### src/rtl/sum_deserializer_if.sv
`default_nettype none
// ============================================================================
//  Module   : sum_deserializer_if
//  Purpose  : Serial-bit input side and parallel result side of the sum
//             deserializer, grouped so the source and the block share a
//             single connection.
//  Revision : 1.0  initial release
// ============================================================================
interface sum_deserializer_if #(
  parameter int WIDTH = 8
);

  // Frame control and serial bit stream
  logic             start;
  logic             abort;
  logic             bit_vld;
  logic             S_in;
  logic             COUT_in;

  // Result handshake
  logic             out_rdy;
  logic [WIDTH-1:0] SUM;
  logic             CARRY;
  logic             out_vld;
  logic             busy;

  // Bit source / result consumer side
  modport master (
    output start, abort, bit_vld, S_in, COUT_in, out_rdy,
    input  SUM, CARRY, out_vld, busy
  );

  // Deserializer side
  modport slave (
    input  start, abort, bit_vld, S_in, COUT_in, out_rdy,
    output SUM, CARRY, out_vld, busy
  );

endinterface
`default_nettype wire

### src/rtl/sum_deserializer.sv
`default_nettype none
// ============================================================================
//  Module   : sum_deserializer
//  Purpose  : Collects a serial sum (LSB first) plus its final carry into a
//             WIDTH-bit word and presents it with a valid/ready handshake.
//  Revision : 1.0  initial release
// ============================================================================
module sum_deserializer #(
  parameter int WIDTH = 8
) (
  input  wire logic          CLK,
  input  wire logic          RST,
  sum_deserializer_if.slave  bus
);

  // Counter only has to reach WIDTH-1, so ceil(log2(WIDTH)) bits suffice.
  localparam int                 c_CNT_W = $clog2(WIDTH);
  localparam logic [c_CNT_W-1:0] c_LAST  = c_CNT_W'(WIDTH - 1);
  localparam logic [c_CNT_W-1:0] c_ONE   = c_CNT_W'(1);

  typedef enum logic [1:0] {
    S_IDLE    = 2'd0,
    S_COLLECT = 2'd1,
    S_HOLD    = 2'd2
  } state_t;

  state_t             r_state;
  logic [c_CNT_W-1:0] r_count;
  logic [WIDTH-1:0]   r_shift;
  logic [WIDTH-1:0]   r_sum;
  logic               r_carry;
  logic               r_out_vld;

  logic [WIDTH-1:0]   w_shift_next;
  logic               w_last_bit;
  logic               w_take_bit;
  logic               w_handshake;

  // Right shift with the new bit entering at the MSB: after WIDTH bits the
  // first bit received has walked down to bit 0.
  assign w_shift_next = {bus.S_in, r_shift[WIDTH-1:1]};
  assign w_last_bit   = (r_count == c_LAST);

  // abort has priority over a bit arriving in the same cycle.
  assign w_take_bit   = bus.bit_vld && !bus.abort;
  assign w_handshake  = r_out_vld && bus.out_rdy;

  // Frame state machine, bit collection and registered result outputs.
  always_ff @(posedge CLK or posedge RST) begin
    if (RST) begin
      r_state   <= S_IDLE;
      r_count   <= '0;
      r_shift   <= '0;
      r_sum     <= '0;
      r_carry   <= 1'b0;
      r_out_vld <= 1'b0;
    end else begin
      case (r_state)
        S_IDLE: begin
          // bit_vld, abort and out_rdy are meaningless until a frame starts.
          if (bus.start) begin
            r_state <= S_COLLECT;
            r_count <= '0;
            r_shift <= '0;
          end
        end

        S_COLLECT: begin
          // start is ignored here; the current frame keeps running.
          if (bus.abort) begin
            r_state <= S_IDLE;
          end else if (w_take_bit) begin
            r_shift <= w_shift_next;
            if (w_last_bit) begin
              r_sum     <= w_shift_next;
              r_carry   <= bus.COUT_in;
              r_out_vld <= 1'b1;
              r_state   <= S_HOLD;
            end else begin
              r_count <= r_count + c_ONE;
            end
          end
        end

        S_HOLD: begin
          // Result is frozen; incoming bits and abort are not looked at.
          if (w_handshake) begin
            r_out_vld <= 1'b0;
            if (bus.start) begin
              // Back-to-back frame: skip IDLE entirely.
              r_state <= S_COLLECT;
              r_count <= '0;
              r_shift <= '0;
            end else begin
              r_state <= S_IDLE;
            end
          end
        end

        default: begin
          r_state   <= S_IDLE;
          r_out_vld <= 1'b0;
        end
      endcase
    end
  end

  // Outputs come straight from registers; busy is a decode of the state.
  assign bus.SUM     = r_sum;
  assign bus.CARRY   = r_carry;
  assign bus.out_vld = r_out_vld;
  assign bus.busy    = (r_state == S_COLLECT);

endmodule
`default_nettype wire

### src/flat_wrapper.sv
// flat-port wrapper written by rule: the top's interface ports become plain ports
module sum_deserializer_flat 
#(
  parameter int WIDTH = 8
)
  (CLK, RST, bus_start, bus_abort, bus_bit_vld, bus_S_in, bus_COUT_in, bus_out_rdy, bus_SUM, bus_CARRY, bus_out_vld, bus_busy);
  sum_deserializer_if #(.WIDTH(WIDTH)) bus_i ();
  input  wire logic CLK;
  input  wire logic RST;
  input wire logic [$bits(bus_i.start)-1:0] bus_start;
  input wire logic [$bits(bus_i.abort)-1:0] bus_abort;
  input wire logic [$bits(bus_i.bit_vld)-1:0] bus_bit_vld;
  input wire logic [$bits(bus_i.S_in)-1:0] bus_S_in;
  input wire logic [$bits(bus_i.COUT_in)-1:0] bus_COUT_in;
  input wire logic [$bits(bus_i.out_rdy)-1:0] bus_out_rdy;
  output wire logic [$bits(bus_i.SUM)-1:0] bus_SUM;
  output wire logic [$bits(bus_i.CARRY)-1:0] bus_CARRY;
  output wire logic [$bits(bus_i.out_vld)-1:0] bus_out_vld;
  output wire logic [$bits(bus_i.busy)-1:0] bus_busy;
  assign bus_i.start = bus_start;
  assign bus_i.abort = bus_abort;
  assign bus_i.bit_vld = bus_bit_vld;
  assign bus_i.S_in = bus_S_in;
  assign bus_i.COUT_in = bus_COUT_in;
  assign bus_i.out_rdy = bus_out_rdy;
  assign bus_SUM = bus_i.SUM;
  assign bus_CARRY = bus_i.CARRY;
  assign bus_out_vld = bus_i.out_vld;
  assign bus_busy = bus_i.busy;
  sum_deserializer #(.WIDTH(WIDTH)) u_core (.CLK(CLK), .RST(RST), .bus(bus_i));
endmodule
### config.mk
export PLATFORM = sky130hd
export DESIGN_NAME = sum_deserializer_flat
export DESIGN_NICKNAME = d
export VERILOG_FILES = /design/src/rtl/sum_deserializer_if.sv /design/src/rtl/sum_deserializer.sv /design/src/flat_wrapper.sv
export SDC_FILE = /design/constraint.sdc
export NUM_CORES = 1
export LEC_CHECK = 0
export CORE_MARGIN = 2
export CORE_UTILIZATION = 50
export CTS_CLUSTER_SIZE = 25
export DETAILED_ROUTE_END_ITERATION = 10
export PLACE_DENSITY_LB_ADDON = 0.1
export SLEW_MARGIN = 10
export SYNTH_ARGS = -nofsm -noshare
export SYNTH_HDL_FRONTEND = slang
export SYNTH_SLANG_ARGS = --single-unit
### constraint.sdc
create_clock -name CLK -period 2.1 [get_ports CLK]
set_input_delay 0.42 -clock CLK [delete_from_list [all_inputs] [get_ports CLK]]
set_output_delay 0.42 -clock CLK [all_outputs]
set_load 0.01 [all_outputs]
Yosys cells after proc, flatten, opt, wreduce, memory -nomap -nowiden

Index checks and enable logic that the tools add are counted.

Add/subtract/negate cells: 1
$mul: 0
Div/mod/pow operators: 0
Order comparisons: 0
Eq/ne operators: 11
Shift operators: 0
Muxes and demuxes: 23
Bitwise gates (word level): 2
Reductions and logical operators: 10

Operators with widths:

| kind                | number |
|---|---|
| $mux 8              | 4 |
| $pmux 8 s3          | 1 |
| $mux 3              | 5 |
| $reduce_and 4->1    | 3 |
| $mux 2              | 5 |
| $reduce_and 5->1    | 2 |
| $pmux 3 s3          | 1 |
| $ne 2x1->1 const B  | 3 |
| $ne 2x2->1 const B  | 3 |
| $ne 3x2->1 const B  | 2 |
| $pmux 2 s3          | 1 |
| $mux 1              | 5 |
| $add 3x1->3 const B | 1 |
| $eq 3x3->1 const B  | 1 |
| $pmux 1 s3          | 1 |
| $reduce_bool 3->1   | 1 |
| $eq 2x1->1 const B  | 1 |
| $eq 2x2->1 const B  | 1 |
| $logic_and 1x1->1   | 2 |
| $logic_not 2->1     | 1 |
| $not 1->1           | 2 |
| $logic_not 1->1     | 1 |

Bits in registers: 23
Bits in latches: 0
Bits in writable memories: 0
Bits in read-only memories: 0
Input bits: 8
Output and inout port bits: 11
Word-level logic and storage cells: 53
Memories kept: 0

Logic depth before layout (Yosys ltp)

Gate-level depths: netlist of the first run.

Depth in word-level cells: 5
Depth in mapped cells: 6
Gate-level depth less buffers: 5

Worst setup path before layout of the first run

Ideal clock, no wire load.

Path kind: reg-to-reg
Start: register u_core.r_count[0]
End: register u_core.r_count[0]
Setup time: 0.138 ns
Arrival: 1.648 ns
Data required time: 1.962 ns
Slack: 0.313 ns
Cell stages (with the launch flop): 6
Path buffers: 0
Period minus slack after synthesis: 1.787 ns
Cell sequence: dfrtp_1 ha_1 ha_1 or3b_1 a222oi_1 o21ai_0

Longest elaborated chain between the ends: 5
Elaborated cells between the ends (all ways): 10
Classes of those cells: 1 x add/sub; 2 x eq/ne; 6 x mux; 1 x reduce/logical

Ends and longest elaborated chain:

| element                  | line                   | text |
|---|---|---|
| start: declaration       | sum_deserializer.sv:28 | `logic [c_CNT_W-1:0] r_count;` |
| start signal: assignment | sum_deserializer.sv:80 | `r_count <= r_count + c_ONE;` |
| $add 3x1->3              | sum_deserializer.sv:80 |  |
| $mux 3                   | sum_deserializer.sv:74 | `if (w_last_bit) begin` |
| $mux 3                   | sum_deserializer.sv:72 | `end else if (w_take_bit) begin` |
| $mux 3                   | sum_deserializer.sv:70 | `if (bus.abort) begin` |
| $pmux 3 s3               | sum_deserializer.sv:58 | `case (r_state)` |

Several ways; a longest one is shown, not always the timed one. The select of a mux whose other input is x is not followed.
A chain may end at the register's enable or synchronous reset.

Worst setup path after layout of the first run

Start: register u_core.r_state[1]
End: output port bus_busy

Longest elaborated chain between the ends: 1

Ends and longest elaborated chain:

| element                  | line                    | text |
|---|---|---|
| start: declaration       | sum_deserializer.sv:27  | `state_t r_state;` |
| start signal: assignment | sum_deserializer.sv:51  | `r_state <= S_IDLE;` |
| start signal: assignment | sum_deserializer.sv:62  | `r_state <= S_COLLECT;` |
| start signal: assignment | sum_deserializer.sv:71  | `r_state <= S_IDLE;` |
| $eq 2x1->1               | sum_deserializer.sv:112 | `assign bus.busy = (r_state == S_COLLECT);` |
| end: declaration         | flat_wrapper.sv:19      | `output wire logic [$bits(bus_i.busy)-1:0] bus_busy;` |

Every way passes these cells.

==> impl_metrics.ini, run 1 <==
[final_layout]
final_nets = 125
num_antenna_cells = 0
finish.utilization = 0.665
final_layout_size_suffix_gt1_frac = 0.115
multi_input_gate_area_in_the_final_layout_um2 = 414
flow.area_growth_from_synthesis_pct = 25.8
instances_no_fill = 140
filler_cell_count = 172
regArea_um2 = 552

[yosys]
post_synth_num_cell_types = 25
synth_seq_area_share = 0.531
synth-warning-count = 0
syn_area_um2 = 1040
yosys-top-cells-area = sky130_fd_sc_hd__dfrtp_1, sky130_fd_sc_hd__mux2_1, sky130_fd_sc_hd__mux2i_1
syn_area_per_cell_um2 = 11.7
syn_nets = 100
synth_area_leader_cell = sky130_fd_sc_hd__dfrtp_1
synth_seq_cells = 22
synthArstFlopShare = 1.00
synth_enable_flop_cells = 0
synth.top_cell.area_share = 0.531
netlist_instances = 89
ys.flop_type = sky130_fd_sc_hd__dfrtp_1

[timing]
worst_hold_slack_ns = 0.439
finalSetupViolations = 0
max-slew-margin-rel = 0.697
setup_total_negative_slack_ns = 0
finalHoldViolCount = 0
maxClockFrequency_mhz = 494
grt_setup_unrepaired = false
max_slew.worst_pin.slew_ns = 0.455
total_count_of_max_transition_violations_in_the_final_report = 0
final.min_clock_period_ns = 2.02
share_of_the_clock_period_used_by_the_worst_path = 0.964
final_critical_path_setup_slack_ns = 0.0759
clock_skew_ns = 0.00179

[floorplanning]
fp.coreArea_um2 = 1960
io_pins = 19
initial_core_util = 0.529
die_x_um = 49.5
number_of_placement_rows = 16
die_height_um = 49.5
die_area_um2 = 2450

[cts]
clkSinkCount = 22
cts_inserted_buffers = 3
ctsLongestPathBuffers = 2
worst_setup_hold_path_clk_slew_ns = 0.12
cts.repair_timing.setup_buffer_count = 0
cts.htree.levels = 1
hold_buffers = 0
cts_tree = done
cts-resized-gates = 0
worstSkewPairLatency_ns = 0.29
cts_root_buffer = sky130_fd_sc_hd__clkbuf_4

[global_route]
grt_pass1_wl_mm = 3.13
grt_util_all_layers = 0.163
overflow = 0
grt_pass1_vias = 717
grt_antenna_before_repair = 0
pin_count_of_the_biggest_net_entering_global_routing = 23

[critical_path]
cp_max_fo = 11
worstSetupPathType = reg -> out
crit_required_ns = 1.68
crit_path_max_incr_delay_ns = 0.55
reg2reg_depth = 5
end_kind = output pin
cp.arrival_ns = 1.60
worst-path-buf-inv = 2
critical_path_depth = 3
timing.critical_path.max_delay_family = buffers and inverters
start_kind = flop
crit_chain = nand2b_1, inv_4, clkdlybuf4s50_1
worst_path_max_delay_cell = sky130_fd_sc_hd__clkdlybuf4s50_1

[placement]
place_worst_setup_slack_ns = 0.0197
dpl.cell_count = 136
place_hpwl_mm = 1.38
gp_congestion = 0.738
portbufs = 18

[job]
cap_viol_max_count = 0

[routing]
route.vias.total = 717
vias_per_cell = 5.12
detailedRoute.firstPassIterationCount = 4
first_iter_violations = 24
ant_nets = 0
drc = 0
routed_wl_mm = 1.74
wl_per_cell_um = 12.4

[power]
combPwrFrac = 0.163
internal_power_uw = 623
sw_frac_of_total = 0.256
p_sw_uw = 214
p_per_area_nw_per_um2 = 641
power_frac_clock = 0.270
sequential_fraction_of_design_power = 0.567
p_leak_uw = 0.000640
vdd.ir_drop.worst_mv = 0.383

[min_path]
timing.hold.worst.class = in -> async

[run_status]
outcome = completed
-- cell families (layout without fill, tap and decap cells) --
group	after synthesis	count (layout)	share of synthesized area
fa+ha+maj	3	3	0.0362
simple gates	21	21	0.123
flops	22	22	0.531
mux	16	16	0.165
compound gates	11	11	0.0748
buf+inv	16	40	0.0700
-- power by group through the flow --
stage / Combinational (uW) / Sequential, uW / Clock (uW)
6_report: 136 / 475 / 226
3_5_place_dp: 138 / 484 / 0
5_1_grt: 154 / 481 / 247
3_3_place_gp: 131 / 481 / 0
4_1_cts: 137 / 475 / 235
2_1_floorplan: 96.0 / 475 / 0
-- synth_stat cells (2+ instances only) --
cell type / n
sky130_fd_sc_hd__mux2i_1: 7
sky130_fd_sc_hd__inv_1: 12
sky130_fd_sc_hd__mux2_1: 9
sky130_fd_sc_hd__o2bb2ai_1: 2
sky130_fd_sc_hd__a222oi_1: 2
sky130_fd_sc_hd__dfrtp_1: 22
sky130_fd_sc_hd__nand2_1: 10
sky130_fd_sc_hd__a21oi_1: 2
sky130_fd_sc_hd__o21ai_0: 2
sky130_fd_sc_hd__nand2b_1: 3
sky130_fd_sc_hd__ha_1: 3
sky130_fd_sc_hd__or3b_1: 2
-- tightest hold or removal path, stage by stage --
cell	delay, ns
sky130_fd_sc_hd__clkdlybuf4s50_1	0.39
sky130_fd_sc_hd__inv_1	0.05
sky130_fd_sc_hd__buf_4	0.27
-- flip-flops by register name, summed over array words and instances, names as in the netlist --
name,count
u_core.bus.CARRY,1
u_core.bus.SUM,8
u_core.r_count,3
u_core.bus.out_vld,1
u_core.r_state,2
u_core.r_shift,7
-- routing by layer --
| metal | vias to the layer above | wire length (um) | track usage | share of wire |
|---|---|---|---|---|
| li1 | 351 | - | - | - |
| met1 | 348 | 791 | 0.210 | 0.46 |
| met2 | 16 | 865 | 0.284 | 0.50 |
| met3 | 2 | 64 | 0.0273 | 0.037 |
| met4 | 0 | 12 | 0.0417 | 0.0069 |
| met5 | - | 0 | 0 | 0 |
-- path summary, 6_finish.rpt --
| path | from | to | slack [ns] |
|---|---|---|---|
| max | u_core.r_state[1] | bus_busy | 0.08 |
| min | RST | u_core.bus.SUM[6] | 0.44 |
| max reg2reg | u_core.r_count[0] | u_core.r_count[2] | 0.21 |
| min reg2reg | u_core.bus.SUM[0] | u_core.bus.SUM[0] | 0.50 |
| max in group asynchronous | RST | u_core.r_state[0] | 1.42 |
| min in group CLK | u_core.bus.SUM[0] | u_core.bus.SUM[0] | 0.50 |
-- metrics by stage --
step	power (uW)	cell area, um^2
global placement	612	1260
floorplan	571	1040
global route	882	1310
detailed placement	621	1260
finish	837	1310
CTS	846	1300
-- final cells by class --
type / instances / area share
Clock buffer: 4 / 0.0278
Inverter: 13 / 0.0393
Timing Repair Buffer: 23 / 0.167
Tap cell: 27 / 0.0259
Multi-Input combinational cell: 51 / 0.317
Sequential cell: 22 / 0.423
-- layout by cell type (no fill, tap or decap) --
cell type / count
sky130_fd_sc_hd__clkbuf_4: 3
sky130_fd_sc_hd__a222oi_1: 2
sky130_fd_sc_hd__clkdlybuf4s50_1: 18
sky130_fd_sc_hd__o21ai_0: 2
sky130_fd_sc_hd__clkbuf_8: 1
sky130_fd_sc_hd__ha_1: 3
sky130_fd_sc_hd__a21boi_0: 1
sky130_fd_sc_hd__inv_4: 1
sky130_fd_sc_hd__o2bb2ai_1: 2
sky130_fd_sc_hd__nand4b_4: 1
sky130_fd_sc_hd__o22ai_1: 1
sky130_fd_sc_hd__dfrtp_1: 21
sky130_fd_sc_hd__mux2i_1: 7
sky130_fd_sc_hd__nand2b_1: 3
sky130_fd_sc_hd__dfrtp_2: 1
sky130_fd_sc_hd__nor2b_1: 1
sky130_fd_sc_hd__or3b_1: 2
sky130_fd_sc_hd__nor3_1: 1
sky130_fd_sc_hd__or2_2: 1
sky130_fd_sc_hd__inv_1: 12
sky130_fd_sc_hd__nand3_1: 1
sky130_fd_sc_hd__a31oi_1: 1
sky130_fd_sc_hd__mux2_1: 9
sky130_fd_sc_hd__buf_4: 5
sky130_fd_sc_hd__a21oi_1: 2
sky130_fd_sc_hd__or4_1: 1
sky130_fd_sc_hd__nand2_1: 10
(Power assumes the default switching activity.)
==> inputs of run 2 (changes only) <==
CORE_ASPECT_RATIO = 1.75   (was default)
CORE_UTILIZATION = 35   (was 50)
==> impl_metrics.ini, run 2 (same netlist as run 1, synthesis figures left out) <==
[run_status]
outcome = completed

[power]
combPwrFrac = 0.161
p_sw_uw = 213
sequential_fraction_of_design_power = 0.552
p_leak_uw = 0.000640
p_per_area_nw_per_um2 = 658
sw_frac_of_total = 0.247
power_frac_clock = 0.287
vdd.ir_drop.worst_mv = 0.407
internal_power_uw = 647

[floorplanning]
io_pins = 19
die_area_um2 = 3430
fp.coreArea_um2 = 2860
number_of_placement_rows = 26
initial_core_util = 0.362
die_height_um = 76.0
die_x_um = 45.2

[timing]
share_of_the_clock_period_used_by_the_worst_path = 0.953
finalHoldViolCount = 0
grt_setup_unrepaired = false
worst_hold_slack_ns = 0.487
max_slew.worst_pin.slew_ns = 0.509
final_critical_path_setup_slack_ns = 0.0982
maxClockFrequency_mhz = 500
clock_skew_ns = 0.00225
setup_total_negative_slack_ns = 0
final.min_clock_period_ns = 2.00
total_count_of_max_transition_violations_in_the_final_report = 0
max-slew-margin-rel = 0.661
finalSetupViolations = 0

[routing]
wl_per_cell_um = 13.0
drc = 0
routed_wl_mm = 1.82
detailedRoute.firstPassIterationCount = 4
route.vias.total = 695
vias_per_cell = 4.96
ant_nets = 0
first_iter_violations = 12

[cts]
cts.htree.levels = 1
ctsLongestPathBuffers = 2
cts_tree = done
hold_buffers = 0
worst_setup_hold_path_clk_slew_ns = 0.07
worstSkewPairLatency_ns = 0.26
cts_root_buffer = sky130_fd_sc_hd__clkbuf_8
clkSinkCount = 22
cts_inserted_buffers = 3
cts.repair_timing.setup_buffer_count = 0
cts-resized-gates = 0

[global_route]
grt_antenna_before_repair = 0
grt_pass1_vias = 734
pin_count_of_the_biggest_net_entering_global_routing = 23
grt_util_all_layers = 0.128
grt_pass1_wl_mm = 3.19
overflow = 0

[final_layout]
layout.cells.most_common_list = sky130_fd_sc_hd__dfrtp_1, sky130_fd_sc_hd__clkdlybuf4s50_1, sky130_fd_sc_hd__inv_1, sky130_fd_sc_hd__nand2_1, sky130_fd_sc_hd__mux2_1
flow.area_growth_from_synthesis_pct = 26.1
num_antenna_cells = 0
final_common_cell = sky130_fd_sc_hd__dfrtp_1
instances_no_fill = 140
largest_reg_flops = 8
final_layout_size_suffix_gt1_frac = 0.0982
final_nets = 125
finish.utilization = 0.457

[critical_path]
launch_point_of_the_worst_reg_to_reg_path = u_core.r_count[0]
worst-r2r-setup-slack_ns = 0.16
end_kind = output pin
reg2reg_depth = 5
worstSetupPathType = reg -> out
cp.arrival_ns = 1.58
start_kind = flop
critical_path.reg2reg.endpoint = u_core.r_count[0]
crit_required_ns = 1.68
cp_max_fo = 10

[placement]
place_worst_setup_slack_ns = 0.0322
dpl.cell_count = 137
gp_congestion = 0.681
place_hpwl_mm = 1.45
portbufs = 18

[min_path]
timing.hold.worst.class = in -> async

[job]
cap_viol_max_count = 0
run 2: how the worst max path moves through the flow:
stage | cells past startpoint | slack, ns | end | startpoint
detailed placement | 5 | 0.03 | u_core.r_shift[1] | bus_abort
global placement | 5 | 0.06 | u_core.r_shift[3] | bus_abort
global route | 3 | 0.002 | bus_busy | u_core.r_state[1]
CTS | 3 | 0.08 | bus_busy | u_core.r_state[1]
floorplan | 5 | 0.31 | u_core.r_count[0] | u_core.r_count[0]
finish | 3 | 0.1 | bus_busy | u_core.r_state[1]
run 2: worst max-delay path, cell delays in order, from the launching register on:
cell and delay [ns]:
sky130_fd_sc_hd__dfrtp_1 0.47, sky130_fd_sc_hd__nand2b_1 0.24, sky130_fd_sc_hd__inv_2 0.09, sky130_fd_sc_hd__clkdlybuf4s50_1 0.53
run 2: area by class of cell:
cell class | count | area, um^2
clock buffer | 3 | 41.3
inverter | 13 | 48.8
tap | 28 | 35.0
timing repair buffer | 23 | 218
sequential | 22 | 551
fill | 283 | 1560
multi-input combinational | 51 | 414
run 2: through the flow:
| step | area (um^2) | power (uW) |
|---|---|---|
| 2_1_floorplan | 1040 | 571 |
| 3_3_place_gp | 1270 | 624 |
| 3_5_place_dp | 1270 | 626 |
| 4_1_cts | 1310 | 879 |
| 5_1_grt | 1310 | 912 |
| 6_report | 1310 | 860 |
run 2: power groups by stage:
stage | clock, uW | sequential (uW) | combinational, uW
4_1_cts | 261 | 476 | 142
2_1_floorplan | 0 | 475 | 96.0
5_1_grt | 274 | 479 | 158
3_3_place_gp | 0 | 484 | 139
6_report | 247 | 475 | 138
3_5_place_dp | 0 | 484 | 142
run 2: routing by layer:
metal  wire length [um]  part of all wire  vias up  global-route usage
met2                986              0.54       16               0.217
met5                  0                 0        -                   0
met1                717              0.39      329               0.138
met4                 57             0.031        0              0.0794
li1                   -                 -      345                   -
met3                 61             0.033        5              0.0213
==> inputs of run 3 (changes only) <==
CORE_UTILIZATION = 45   (was 35)
==> impl_metrics.ini, run 3 (same netlist as run 1, synthesis figures left out) <==
[critical_path]
launch_point_of_the_worst_reg_to_reg_path = u_core.r_count[0]
cp-endpoint = bus_busy
end_kind = output pin
cp.arrival_ns = 1.56
worst-r2r-setup-slack_ns = 0.19
start_kind = flop
worstSetupStartpoint = u_core.r_state[1]
worstSetupPathType = reg -> out
critical_path.reg2reg.endpoint = u_core.r_count[0]
reg2reg_depth = 5
crit_required_ns = 1.68
cp_max_fo = 10

[final_layout]
instances_no_fill = 138
largest_reg_flops = 8
flow.area_growth_from_synthesis_pct = 28.6
num_antenna_cells = 0
final_common_cell = sky130_fd_sc_hd__dfrtp_1
finish.utilization = 0.594
final_nets = 125
final_layout_size_suffix_gt1_frac = 0.106
layout.cells.most_common_list = sky130_fd_sc_hd__dfrtp_1, sky130_fd_sc_hd__clkdlybuf4s50_1, sky130_fd_sc_hd__inv_1, sky130_fd_sc_hd__nand2_1, sky130_fd_sc_hd__mux2_1

[timing]
finalHoldViolCount = 0
max_slew.worst_pin.slew_ns = 0.480
final.min_clock_period_ns = 1.98
total_count_of_max_transition_violations_in_the_final_report = 0
max-slew-margin-rel = 0.680
finalSetupViolations = 0
clock_skew_ns = 0.00464
setup_total_negative_slack_ns = 0
worst_hold_slack_ns = 0.482
maxClockFrequency_mhz = 504
share_of_the_clock_period_used_by_the_worst_path = 0.944
grt_setup_unrepaired = false

[cts]
hold_buffers = 0
worstSkewPairLatency_ns = 0.27
cts.repair_timing.setup_buffer_count = 0
cts-resized-gates = 0
ctsLongestPathBuffers = 2
cts_tree = done
cts.htree.levels = 1
cts_root_buffer = sky130_fd_sc_hd__clkbuf_8
clkSinkCount = 22
worst_setup_hold_path_clk_slew_ns = 0.08
cts_inserted_buffers = 3

[routing]
first_iter_violations = 21
routed_wl_mm = 1.84
detailedRoute.firstPassIterationCount = 4
ant_nets = 0
vias_per_cell = 5.25
wl_per_cell_um = 13.3
drc = 0
route.vias.total = 725

[power]
sequential_fraction_of_design_power = 0.470
sw_frac_of_total = 0.233
internal_power_uw = 774
combPwrFrac = 0.138
p_total_uw = 1010
p_per_area_nw_per_um2 = 757
p_sw_uw = 235
p_leak_uw = 0.000655
vdd.ir_drop.worst_mv = 0.448
power_frac_clock = 0.392

[global_route]
grt_pass1_vias = 735
grt_util_all_layers = 0.172
grt_pass1_wl_mm = 3.10
overflow = 0
pin_count_of_the_biggest_net_entering_global_routing = 23
grt_antenna_before_repair = 0

[placement]
portbufs = 18
gp_congestion = 0.671
place_hpwl_mm = 1.44
dpl.cell_count = 134

[floorplanning]
initial_core_util = 0.462
die_x_um = 40.3
die_height_um = 67.5
number_of_placement_rows = 23
io_pins = 19
die_area_um2 = 2720
fp.coreArea_um2 = 2240

[min_path]
timing.hold.worst.class = in -> async

[run_status]
outcome = completed

[job]
cap_viol_max_count = 0
[run 3: cell types whose count changed in the layout (fill, tap and decap cells not counted)]
cell                        delta
sky130_fd_sc_hd__bufinv_16     +1
[run 3: power groups by stage]
| stage | logic (uW) | registers [uW] | clock network, uW |
|---|---|---|---|
| after floorplan | 96.0 | 475 | 0 |
| after global placement | 137 | 483 | 0 |
| after detailed placement | 142 | 483 | 0 |
| after CTS | 142 | 475 | 402 |
| after global routing | 158 | 479 | 422 |
| final | 139 | 474 | 396 |
[run 3: cell type report]
| cell class | count | area, um^2 |
|---|---|---|
| Fill cell | 212 | 911 |
| Clock inverter | 1 | 30.0 |
| Multi-Input combinational cell | 51 | 414 |
| Sequential cell | 22 | 551 |
| Clock buffer | 3 | 41.3 |
| Tap cell | 25 | 31.3 |
| Inverter | 13 | 48.8 |
| Timing Repair Buffer | 23 | 218 |
[run 3: critical path, stage by stage, from the launching register on]
cell                              delay [ns]
sky130_fd_sc_hd__dfrtp_1                0.47
sky130_fd_sc_hd__nand2b_1               0.22
sky130_fd_sc_hd__inv_2                  0.07
sky130_fd_sc_hd__clkdlybuf4s50_1        0.53
[run 3: worst min-delay path by stage]
stage,start,to,slack (ns),cells after the start
after detailed placement,u_core.bus.SUM[2],u_core.bus.SUM[2],0.48,1
after global routing,u_core.bus.SUM[6],u_core.bus.SUM[6],0.52,1
after CTS,RST,u_core.r_shift[5],0.50,3
after floorplan,RST,u_core.bus.CARRY,0.41,1
final,RST,u_core.r_count[1],0.48,3
after global placement,u_core.r_shift[1],u_core.bus.SUM[0],0.47,1
[run 3: metal layers]
metal	global-route usage	routed length, um
met1	0.176	685
met2	0.304	1040
met3	0.0197	58
met4	0.113	53
met5	0	0
[run 3: metrics by stage]
| stage | instance area (um^2) | setup WS (ns) |
|---|---|---|
| 4_1_cts | 1330 | 0.109 |
| 2_1_floorplan | 1040 | 0.313 |
| 6_report | 1330 | 0.117 |
| 5_1_grt | 1330 | 0.0369 |
| 3_5_place_dp | 1260 | 0.0133 |
| 3_3_place_gp | 1260 | 0.0490 |
